### src/rtl/nibble_deserializer_if.sv
// Bundle of the serial input, nibble outputs and comparator feedback for nibble_deserializer.
// slave is the deserializer side; master is the driver/comparator side.
interface nibble_deserializer_if #(
  parameter int CNT_W = 8
);
  logic             serial_in;
  logic             in_valid;
  logic             in_ready;
  logic             a;
  logic             b;
  logic             c;
  logic             d;
  logic             nibble_valid;
  logic             q_in;
  logic             match_pulse;
  logic [CNT_W-1:0] match_count;
  logic             count_clr;

  modport slave (
    input  serial_in, in_valid, q_in, count_clr,
    output in_ready, a, b, c, d, nibble_valid, match_pulse, match_count
  );

  modport master (
    output serial_in, in_valid, q_in, count_clr,
    input  in_ready, a, b, c, d, nibble_valid, match_pulse, match_count
  );
endinterface

### src/rtl/nibble_deserializer.sv
// Serial-to-nibble front end for the 0101 comparator, with a saturating match counter.
// Build option OVERLAP_EN: sliding 4-bit window instead of non-overlapping nibbles.
module nibble_deserializer #(
  parameter int CNT_W = 8
) (
  input logic                  clk,
  input logic                  rst,
  nibble_deserializer_if.slave bus
);
  localparam logic [CNT_W-1:0] CNT_MAX = '1;

  logic             in_ready_reg, in_ready_next;
  logic [3:0]       abcd_reg, abcd_next;
  logic             nibble_valid_reg, nibble_valid_next;
  logic             match_pulse_reg, match_pulse_next;
  logic [CNT_W-1:0] count_reg, count_next;
  logic             accept;

  assign accept = bus.in_valid && in_ready_reg;

  // q_in only means something while a fresh nibble is being presented
  always_comb begin
    match_pulse_next = nibble_valid_reg && bus.q_in;
    count_next       = count_reg;
    if (bus.count_clr) begin
      count_next = '0;
    end else if (match_pulse_next && (count_reg != CNT_MAX)) begin
      count_next = count_reg + 1'b1;
    end
  end

`ifdef OVERLAP_EN
  logic [1:0] seen_reg, seen_next;

  always_comb begin
    seen_next         = seen_reg;
    abcd_next         = abcd_reg;
    nibble_valid_next = 1'b0;
    in_ready_next     = 1'b1;
    if (accept) begin
      abcd_next = {abcd_reg[2:0], bus.serial_in};
      if (seen_reg == 2'd3) begin
        nibble_valid_next = 1'b1;
      end else begin
        seen_next = seen_reg + 2'd1;
      end
    end
  end

  always_ff @(posedge clk or posedge rst) begin
    if (rst) begin
      seen_reg <= 2'd0;
    end else begin
      seen_reg <= seen_next;
    end
  end
`else
  typedef enum logic {COLLECT, PRESENT} state_t;

  state_t     state_reg, state_next;
  logic [1:0] bit_cnt_reg, bit_cnt_next;
  logic [2:0] sh_reg, sh_next;

  always_comb begin
    state_next        = state_reg;
    bit_cnt_next      = bit_cnt_reg;
    sh_next           = sh_reg;
    abcd_next         = abcd_reg;
    nibble_valid_next = 1'b0;
    in_ready_next     = 1'b1;
    case (state_reg)
      COLLECT: begin
        if (accept) begin
          sh_next      = {sh_reg[1:0], bus.serial_in};
          bit_cnt_next = bit_cnt_reg + 2'd1;
          if (bit_cnt_reg == 2'd3) begin
            abcd_next         = {sh_reg, bus.serial_in};
            nibble_valid_next = 1'b1;
            bit_cnt_next      = 2'd0;
            in_ready_next     = 1'b0;
            state_next        = PRESENT;
          end
        end
      end
      PRESENT: state_next = COLLECT;
      default: state_next = COLLECT;
    endcase
  end

  always_ff @(posedge clk or posedge rst) begin
    if (rst) begin
      state_reg   <= COLLECT;
      bit_cnt_reg <= 2'd0;
      sh_reg      <= 3'd0;
    end else begin
      state_reg   <= state_next;
      bit_cnt_reg <= bit_cnt_next;
      sh_reg      <= sh_next;
    end
  end
`endif

  always_ff @(posedge clk or posedge rst) begin
    if (rst) begin
      in_ready_reg     <= 1'b0;
      abcd_reg         <= 4'd0;
      nibble_valid_reg <= 1'b0;
      match_pulse_reg  <= 1'b0;
      count_reg        <= '0;
    end else begin
      in_ready_reg     <= in_ready_next;
      abcd_reg         <= abcd_next;
      nibble_valid_reg <= nibble_valid_next;
      match_pulse_reg  <= match_pulse_next;
      count_reg        <= count_next;
    end
  end

  assign bus.in_ready     = in_ready_reg;
  assign bus.a            = abcd_reg[3];
  assign bus.b            = abcd_reg[2];
  assign bus.c            = abcd_reg[1];
  assign bus.d            = abcd_reg[0];
  assign bus.nibble_valid = nibble_valid_reg;
  assign bus.match_pulse  = match_pulse_reg;
  assign bus.match_count  = count_reg;
endmodule

### src/flat_wrapper.sv
// flat-port wrapper written by rule: the top's interface ports become plain ports
module nibble_deserializer_flat 
#(
  parameter int CNT_W = 8
)
  (clk, rst, bus_serial_in, bus_in_valid, bus_q_in, bus_count_clr, bus_in_ready, bus_a, bus_b, bus_c, bus_d, bus_nibble_valid, bus_match_pulse, bus_match_count);
  nibble_deserializer_if #(.CNT_W(CNT_W)) bus_i ();
  input logic clk;
  input logic rst;
  input wire logic [$bits(bus_i.serial_in)-1:0] bus_serial_in;
  input wire logic [$bits(bus_i.in_valid)-1:0] bus_in_valid;
  input wire logic [$bits(bus_i.q_in)-1:0] bus_q_in;
  input wire logic [$bits(bus_i.count_clr)-1:0] bus_count_clr;
  output wire logic [$bits(bus_i.in_ready)-1:0] bus_in_ready;
  output wire logic [$bits(bus_i.a)-1:0] bus_a;
  output wire logic [$bits(bus_i.b)-1:0] bus_b;
  output wire logic [$bits(bus_i.c)-1:0] bus_c;
  output wire logic [$bits(bus_i.d)-1:0] bus_d;
  output wire logic [$bits(bus_i.nibble_valid)-1:0] bus_nibble_valid;
  output wire logic [$bits(bus_i.match_pulse)-1:0] bus_match_pulse;
  output wire logic [$bits(bus_i.match_count)-1:0] bus_match_count;
  assign bus_i.serial_in = bus_serial_in;
  assign bus_i.in_valid = bus_in_valid;
  assign bus_i.q_in = bus_q_in;
  assign bus_i.count_clr = bus_count_clr;
  assign bus_in_ready = bus_i.in_ready;
  assign bus_a = bus_i.a;
  assign bus_b = bus_i.b;
  assign bus_c = bus_i.c;
  assign bus_d = bus_i.d;
  assign bus_nibble_valid = bus_i.nibble_valid;
  assign bus_match_pulse = bus_i.match_pulse;
  assign bus_match_count = bus_i.match_count;
  nibble_deserializer #(.CNT_W(CNT_W)) u_core (.clk(clk), .rst(rst), .bus(bus_i));
endmodule
### config.mk
export PLATFORM = sky130hd
export DESIGN_NAME = nibble_deserializer_flat
export DESIGN_NICKNAME = d
export VERILOG_FILES = /design/src/rtl/nibble_deserializer_if.sv /design/src/rtl/nibble_deserializer.sv /design/src/flat_wrapper.sv
export SDC_FILE = /design/constraint.sdc
export NUM_CORES = 1
export LEC_CHECK = 0
export CAP_MARGIN = 10
export CELL_PAD_IN_SITES_DETAIL_PLACEMENT = 1
export CELL_PAD_IN_SITES_GLOBAL_PLACEMENT = 2
export CORE_MARGIN = 2
export CORE_UTILIZATION = 34
export CTS_BUF_LIST = sky130_fd_sc_hd__clkbuf_4 sky130_fd_sc_hd__clkbuf_8
export CTS_CLUSTER_SIZE = 14
export DETAILED_ROUTE_END_ITERATION = 8
export PLACE_DENSITY_LB_ADDON = 0.1
export SLEW_MARGIN = 20
export SYNTH_ARGS = -nofsm -noshare
export SYNTH_HDL_FRONTEND = slang
export SYNTH_SLANG_ARGS = --single-unit
### constraint.sdc
create_clock -name clk -period 3.4 [get_ports clk]
set_clock_uncertainty 0.1 [all_clocks]
set_input_delay 0.68 -clock clk [delete_from_list [all_inputs] [get_ports clk]]
set_output_delay 0.68 -clock clk [all_outputs]
set_load 0.005 [all_outputs]
==> results summary, run 1 <==
The vias per cell is a little over 5. When the netlist entered floorplanning its net count stood at 92. Cells fill a little under half of the core in the end. The data arrival time of the worst path is 1.32 ns. The most used flip-flop cell after synthesis is dfrtp_1.

The number of global-route vias before repair is 733. The maximum number of buffers from clock root to sink is 2. The worst-case IR drop observed on VDD is ~270 uV.

The cell with the largest stage delay on the worst path is clkdlybuf4s50_1. The startpoint identified for the worst hold timing path is u_core.sh_reg[2]. The number of instances in the placed design came out at approximately 130. The startpoint identified for the worst register-to-register timing path is u_core.bus.match_count[0]. The gate count after technology mapping came out at 84. The pin count of the biggest net entering global routing came out at 21. The critical path is of the flop to output port type. The flow ran to the end, and the final reports show no timing, DRC or antenna violations.

Counting the buffers created by CTS gives 3. The leakage component of the power came out at between 0.0005 and 0.0006 uW. Cell internal power was estimated by the tool at approximately 440 uW. In this run, the number of DRC markers left after iteration 0 of detailed routing was 13. The die covers slightly above 0.003 mm^2. For this run, design rule violations remaining after detail routing come to 0. In the final layout, the share of cells above drive strength 1 is approximately a tenth. The count of cells resized by post-cts repair is 0. Traced cell by cell, the critical path runs through clkdlybuf4s50_1. The total number of cells along the worst setup path is 1. The Yosys step of the flow raised 0 warnings.

Setup slack on the worst reg-to-reg path comes out at between 1.5 and 2 ns. The overall fraction of global-route tracks in use came out at around 13%. The critical path starts at u_core.bus.match_count[7]. The total half-perimeter wirelength after legalization and detailed placement is 1420 um. STA classifies the critical path startpoint as a flop. The count of maximum capacitance violations came out at 0.

The synthesized design contains 20 register bits. The actual slew at the worst max-slew pin came out at between 0.7 and 0.8 ns. The initial antenna violation count is 0. Setup violations remaining at the end of the flow were counted as 0. In this run the number of H-tree levels came out at 1. The final count of hold timing violations came out at 0. The number of ports placed on the die boundary is 21. The layout filler cell count is slightly below 300. Counting distinct cell types in the post-synthesis netlist gives 27. Timing would allow up to about 480 MHz. The row count came out at 18. The final number of max-transition violations is 0. The post-layout net count is 115. Clock-pin slew was measured on the worst setup and hold paths at about 0.11 ns. The first-pass iteration count of the detailed router came out at 4.

The clock latency on the worst-skew pair came out at ~0.29 ns. The worst register-to-register path ends at u_core.bus.match_count[5]. The clock period minus worst slack is 2.10 ns. The capturing element of the worst setup path is bus_match_count[7]. Broken down by cell family, the worst path's largest delay share belongs to buffers and inverters. The count of cells in the finished layout, fillers not included, comes to around 140. The final total negative setup slack is 0 ns. The count of nets left with antenna violations once routing finished came out at 0. The root buffer cell is clkbuf_4. The fraction of power consumed by sequential logic came out at roughly 55%. The signed area change from the synthesized netlist to the final layout came out at 26.8%. The post-detailed-route wirelength per cell came out at about 13 um.

The final critical-path share of the clock period came out at 61.7%. Per report_power, the clock group accounts for around 18% of the total. The critical path's largest stage delay came out at between 0.5 and 0.6 ns. The sink count of the clock tree is 20.

The endpoint class of the critical path is an output port. The count of buffers added on input and output ports is 20. The TritonCTS clock tree is yes. The cell count of the worst reg-to-reg path is 5. The worst path meets setup with 1.30 ns of slack.

In this run switching power makes up around 28% of total power. The region available for standard cell placement spans between 0.002 and 0.0025 mm^2. The portion of the post-synthesis area used by sequential elements is 55.5%. The part of the total power dissipated in combinational logic came out at between 20% and 30%. Prior to clock tree synthesis, the placed netlist has a worst setup slack of ~1.2 ns. The highest net fanout along the worst path is 7. The multi-input combinational cells in the finished layout cover a total of around 370 um^2. The total buffers and inverters traversed by the critical path came out at 1.

The fraction of registers with async set or reset after synthesis is 100%. At the end of routability-driven placement, the weighted congestion stood at around 0.68. The post-CTS setup buffer count came out at 0.

The overflow left after global routing came out at 0. The number of buffers inserted by hold repair at cts came out at 0. The total wirelength of the detailed-routed design came out at between 1500 and 2000 um. Once placement finished, the instance area stood at roughly 0.0011 mm^2.

The post-layout instance area came out at 0.00114 mm^2. The number of enable flip-flop cells after synthesis is 0. In this run the worst hold path is classified as flop to flop. The number of diodes came out at 0. The number of flip-flops in the largest register is 8. The cell area after technology mapping is 902 um^2. The wire length of the first global-routing pass came out at between 3000 and 4000 um. The worst endpoint required time came out at between 2 and 3 ns. The total vias in the final route came out at between 600 and 700. In this run the power spent charging and discharging nets is approximately 170 uW. The mean post-synth cell area is ~11 um^2.

Setup repair after global routing left no endpoint under its margin. Measured against its own limit, the worst slew margin works out to a little under 50%. The height of the chip came out at ~56 um. The initial utilization of the core area, before any placement, comes to a little over a third.

The die width came out at approximately 56 um. The power per cell area came out at about 530 mW/mm^2. The sequential cell area in the final layout is 500 um^2.
## worst min path at each step
stage,endpoint,slack [ns],cells after the start
floorplan,u_core.sh_reg[2],0.34,2
finish,u_core.sh_reg[2],0.40,2
detailed placement,u_core.sh_reg[2],0.38,2
global placement,u_core.bit_cnt_reg[1],0.38,2
global route,u_core.abcd_reg[0],0.44,1
CTS,u_core.sh_reg[2],0.40,2
## stage by stage
| stage | total power [uW] | hold slack [ns] |
|---|---|---|
| after floorplan | 420 | 0.342 |
| after global placement | 504 | 0.379 |
| after detailed placement | 504 | 0.378 |
| after CTS | 616 | 0.404 |
| after global routing | 653 | 0.439 |
| final | 604 | 0.399 |
## synthesized netlist by cell type, types with 2 or more instances
cell      count  area share, %
nand2_1      16            6.7
ha_1          2            2.8
inv_1         4            1.7
dfrtp_1      20             55
o21ai_0       2            1.1
a211oi_1      2            1.7
a21oi_1       4            2.2
nand3_1       2            1.1
nand4_1       2            1.4
nor2_1        6            2.5
nor3_1        5            2.8
mux2_2        4            5.0
## per-layer routing
layer / share of wire [%] / global-route usage, % / wire (um)
met1: 45 / 15.8 / 815
met3: 3.4 / 3.28 / 62
met5: 0 / 0 / 0
met2: 50 / 22.8 / 913
met4: 1.5 / 6.27 / 27
## kinds of logic (layout without fill, tap and decap cells)
| logic type | after synthesis | in the layout | synth area share, % |
|---|---|---|---|
| and+or+nand+nor | 38 | 38 | 22.6 |
| DFF | 20 | 20 | 55.5 |
| AOI/OAI and AO/OA | 11 | 11 | 7.35 |
| buffers and inverters | 6 | 27 | 3.74 |
| muxes | 5 | 5 | 6.10 |
| adders and majority gates | 2 | 2 | 2.77 |
| xor gates and xnor gates | 2 | 2 | 1.94 |
## cells in the final DEF, fill, tap and decap left out, drive strengths merged, types with 2 or more instances in the layout
cell type,instances
a21oi,4
nor2,6
dfrtp,20
ha,2
inv,4
mux2,4
nor3,5
clkdlybuf4s50,20
nand4,2
a211oi,2
o21ai,2
nand2,17
clkbuf,3
nand3,2
## worst reg2reg max path: cells and delay by family (launching register included)
family,cells,cell delay (ns)
AO/OA/AOI/OAI,1,0.15
flip-flops,1,0.44
adder cells (fa/ha/maj),1,0.26
AND/OR/NAND/NOR,3,0.67
## power by group through the flow
stage	sequential [uW]	combinational, uW	clock, uW
detailed placement	335	169	0
finish	329	165	110
global route	339	185	129
CTS	330	169	116
global placement	335	169	0
floorplan	329	90.0	0
## layout make-up
class,instances,area share [%]
clock buffers,3,1.97
inverters,4,1.31
multi-input cells,58,32.2
flip-flops and latches,20,43.8
well taps,30,3.28
repair buffers,20,17.5
(Power assumes the default switching activity.)
==> run 2, diff against run 1 <==
--- a/config.mk
+++ b/config.mk
@@ -9,7 +9,7 @@
 export CELL_PAD_IN_SITES_DETAIL_PLACEMENT = 1
 export CELL_PAD_IN_SITES_GLOBAL_PLACEMENT = 2
 export CORE_MARGIN = 2
-export CORE_UTILIZATION = 34
+export CORE_UTILIZATION = 29
 export CTS_BUF_LIST = sky130_fd_sc_hd__clkbuf_4 sky130_fd_sc_hd__clkbuf_8
 export CTS_CLUSTER_SIZE = 14
 export DETAILED_ROUTE_END_ITERATION = 8
==> constraint.sdc (replaced) <==
create_clock -name clk -period 1.85 [get_ports clk]
set_clock_uncertainty 0.1 [all_clocks]
set_input_delay 0.37 -clock clk [delete_from_list [all_inputs] [get_ports clk]]
set_output_delay 0.37 -clock clk [all_outputs]
set_load 0.005 [all_outputs]
==> run 2 against run 1 <==
Clock-buffer cell count is the same. Wire length grew 8.0%. Largest cell class unchanged. Critical endpoint is now bus_match_count[4]. Largest power group unchanged. Flip-flop and latch count unchanged.
==> results summary, run 2 (synthesis gave the netlist of run 1 again) <==
The wire length of the first global-routing pass is around 3500 um. The clock latency on the worst-skew pair is 0.31 ns. After clock tree synthesis, the clock-pin slew on the worst setup and hold paths is roughly 0.13 ns. The final total negative setup slack came out at 0 ns. Clock tree synthesis selected as its root buffer the cell clkbuf_4. The area of the core came out at around 0.003 mm^2. Setup repair after global routing left no endpoint under its margin.

Along the worst path, the maximum fanout reaches 6. The most frequent standard cell in the layout excluding fill and tap cells is clkdlybuf4s50_1. The number of global-route vias before repair came out at around 780. From synthesis to final layout, the design area changed by 35.0%. The run finished with clean final reports. The data arrival time of the worst path is approximately 1.3 ns. The net count of the finished layout is 120.

Measured along the y axis, the die boundary spans around 60 um. The die is 59.8 um wide. STA classifies the critical path endpoint as an output port.

Before CTS, the worst setup slack after placement is 0.0340 ns. The number of buffers inserted by hold repair at cts is 0. Entering global routing, the biggest net connects 21 pins. The final critical-path share of the clock period came out at about 96%.

The number of flip-flops in the largest register came out at 8. The type of the worst setup path is flop to output port. The number of endpoints failing setup at the final stage is 0.

The count of maximum capacitance violations is 0. The critical path's largest stage delay came out at roughly 0.53 ns. The path class of the lowest-slack min-delay path is input pin to async pin.

The initial antenna violation count is 0. The floorplan die area is ~0.0036 mm^2. The total number of H-tree levels came out at 1. The post-route antenna net violation count is 0. The number of diodes came out at 0. The clock period minus worst slack came out at ~1.8 ns. The final number of max-transition violations is 0. The post-detailed-route wirelength per cell came out at between 10 and 15 um. The placer's final routability congestion estimate is around 0.70.

The HPWL after detailed placement is ~1500 um. The critical path goes through clkdlybuf4s50_1. The vias per cell came out at 4.83. The first routing iteration left 10 violations. The worst endpoint required time is between 1 and 1.5 ns. In this run the static leakage power is between 0.0005 and 0.0006 uW. The first-pass iteration count of the detailed router is 3.

Pin placement for this block handled 21 I/O pins. The slowest stage of the critical path belongs to the cell clkdlybuf4s50_1. The row count came out at 20.

Leaving out fill and tap cells, the most frequent cells in the layout are clkdlybuf4s50_1 (20), dfrtp_1 (18), nand2_1 (16). The post-route DRC violation count came out at 0. The actual slew at the worst max-slew pin came out at just over 0.4 ns. Summed over all layers, the routed wires come to 1970 um. The overflow left after global routing is 0. Power spread over the standard cell area amounts to approximately 1100 mW/mm^2.

The sink count of the clock tree is 20. The layout filler cell count is between 300 and 400. STA classifies the critical path startpoint as a flop. The critical path's top delay family is buffers and inverters. The final count of hold timing violations is 0. The number of clock buffers inserted by TritonCTS came out at 3. The initial cell density of the core came out at a little under a third. The worst vdd rail ir drop came out at 438 uV. Global routing used roughly an eighth of the available tracks across all layers.

In the final layout, the share of cells above drive strength 1 is 17.1%. The total buffers and inverters traversed by the critical path came out at 1. Setup slack on the critical path of the routed design comes to 0.0812 ns. The maximum number of buffers from clock root to sink is 2.

The fmax came out at roughly 570 MHz. The quantity of I/O buffers inserted on ports is 20. The total vias in the final route is ~700.

TritonCTS built the clock tree. In this run, post-CTS repair resized a total of 0 instances. The post-CTS setup buffer count came out at 0. Headroom to the max-slew limit came out at 72.4%.
[run 2: changes by cell type in the layout (fill, tap and decap cells not counted), sizes merged]
cell	previous run	this run
buf	0	5
bufinv	0	1
[run 2: path summary, 6_finish.rpt]
kind                                            from                        end  slack, ns  depth (start not counted)
setup / recovery           u_core.bus.match_count[4]         bus_match_count[4]       0.08                          1
setup reg to reg           u_core.bus.match_count[0]  u_core.bus.match_count[5]       0.16                          5
hold reg to reg                     u_core.sh_reg[2]           u_core.sh_reg[2]       0.39                          2
min in group clk                    u_core.sh_reg[2]           u_core.sh_reg[2]       0.39                          2
max in group asynchronous                        rst  u_core.bus.match_count[7]       1.15                          3
hold / removal                                   rst        u_core.bus.in_ready       0.27                          3
[run 2: per-stage QoR]
step	total power, uW	instances	util (%)	hold slack (ns)	cell area (um^2)
finish	1310	144	40.5	0.268	1220
global route	1400	144	40.5	0.298	1220
CTS	1330	144	40.5	0.275	1210
detailed placement	953	140	38.7	0.371	1160
global placement	941	140	38.7	0.357	1160
floorplan	771	84	-	0.234	902
[run 2: final cells by class]
class / instances / area [um^2] / share of cell area (%)
well taps: 33 / 41.3 / 3.39
multi-input cells: 58 / 368 / 30.2
flip-flops and latches: 20 / 503 / 41.3
clock buffers: 3 / 22.5 / 1.85
repair buffers: 25 / 238 / 19.5
clock inverters: 1 / 30.0 / 2.47
inverters: 4 / 15.0 / 1.23
[run 2: where the power goes]
| part | switching [uW] | internal (uW) |
|---|---|---|
| Clock | 152 | 219 |
| Sequential | 64.8 | 539 |
| Combinational | 126 | 206 |
| Total | 342 | 964 |
[run 2: routing by layer]
layer	vias to the layer above	track usage (%)	wire length, um
li1	343	-	-
met1	332	19.1	1030
met2	16	19.9	835
met3	4	2.16	69
met4	0	5.71	29
met5	-	0	0
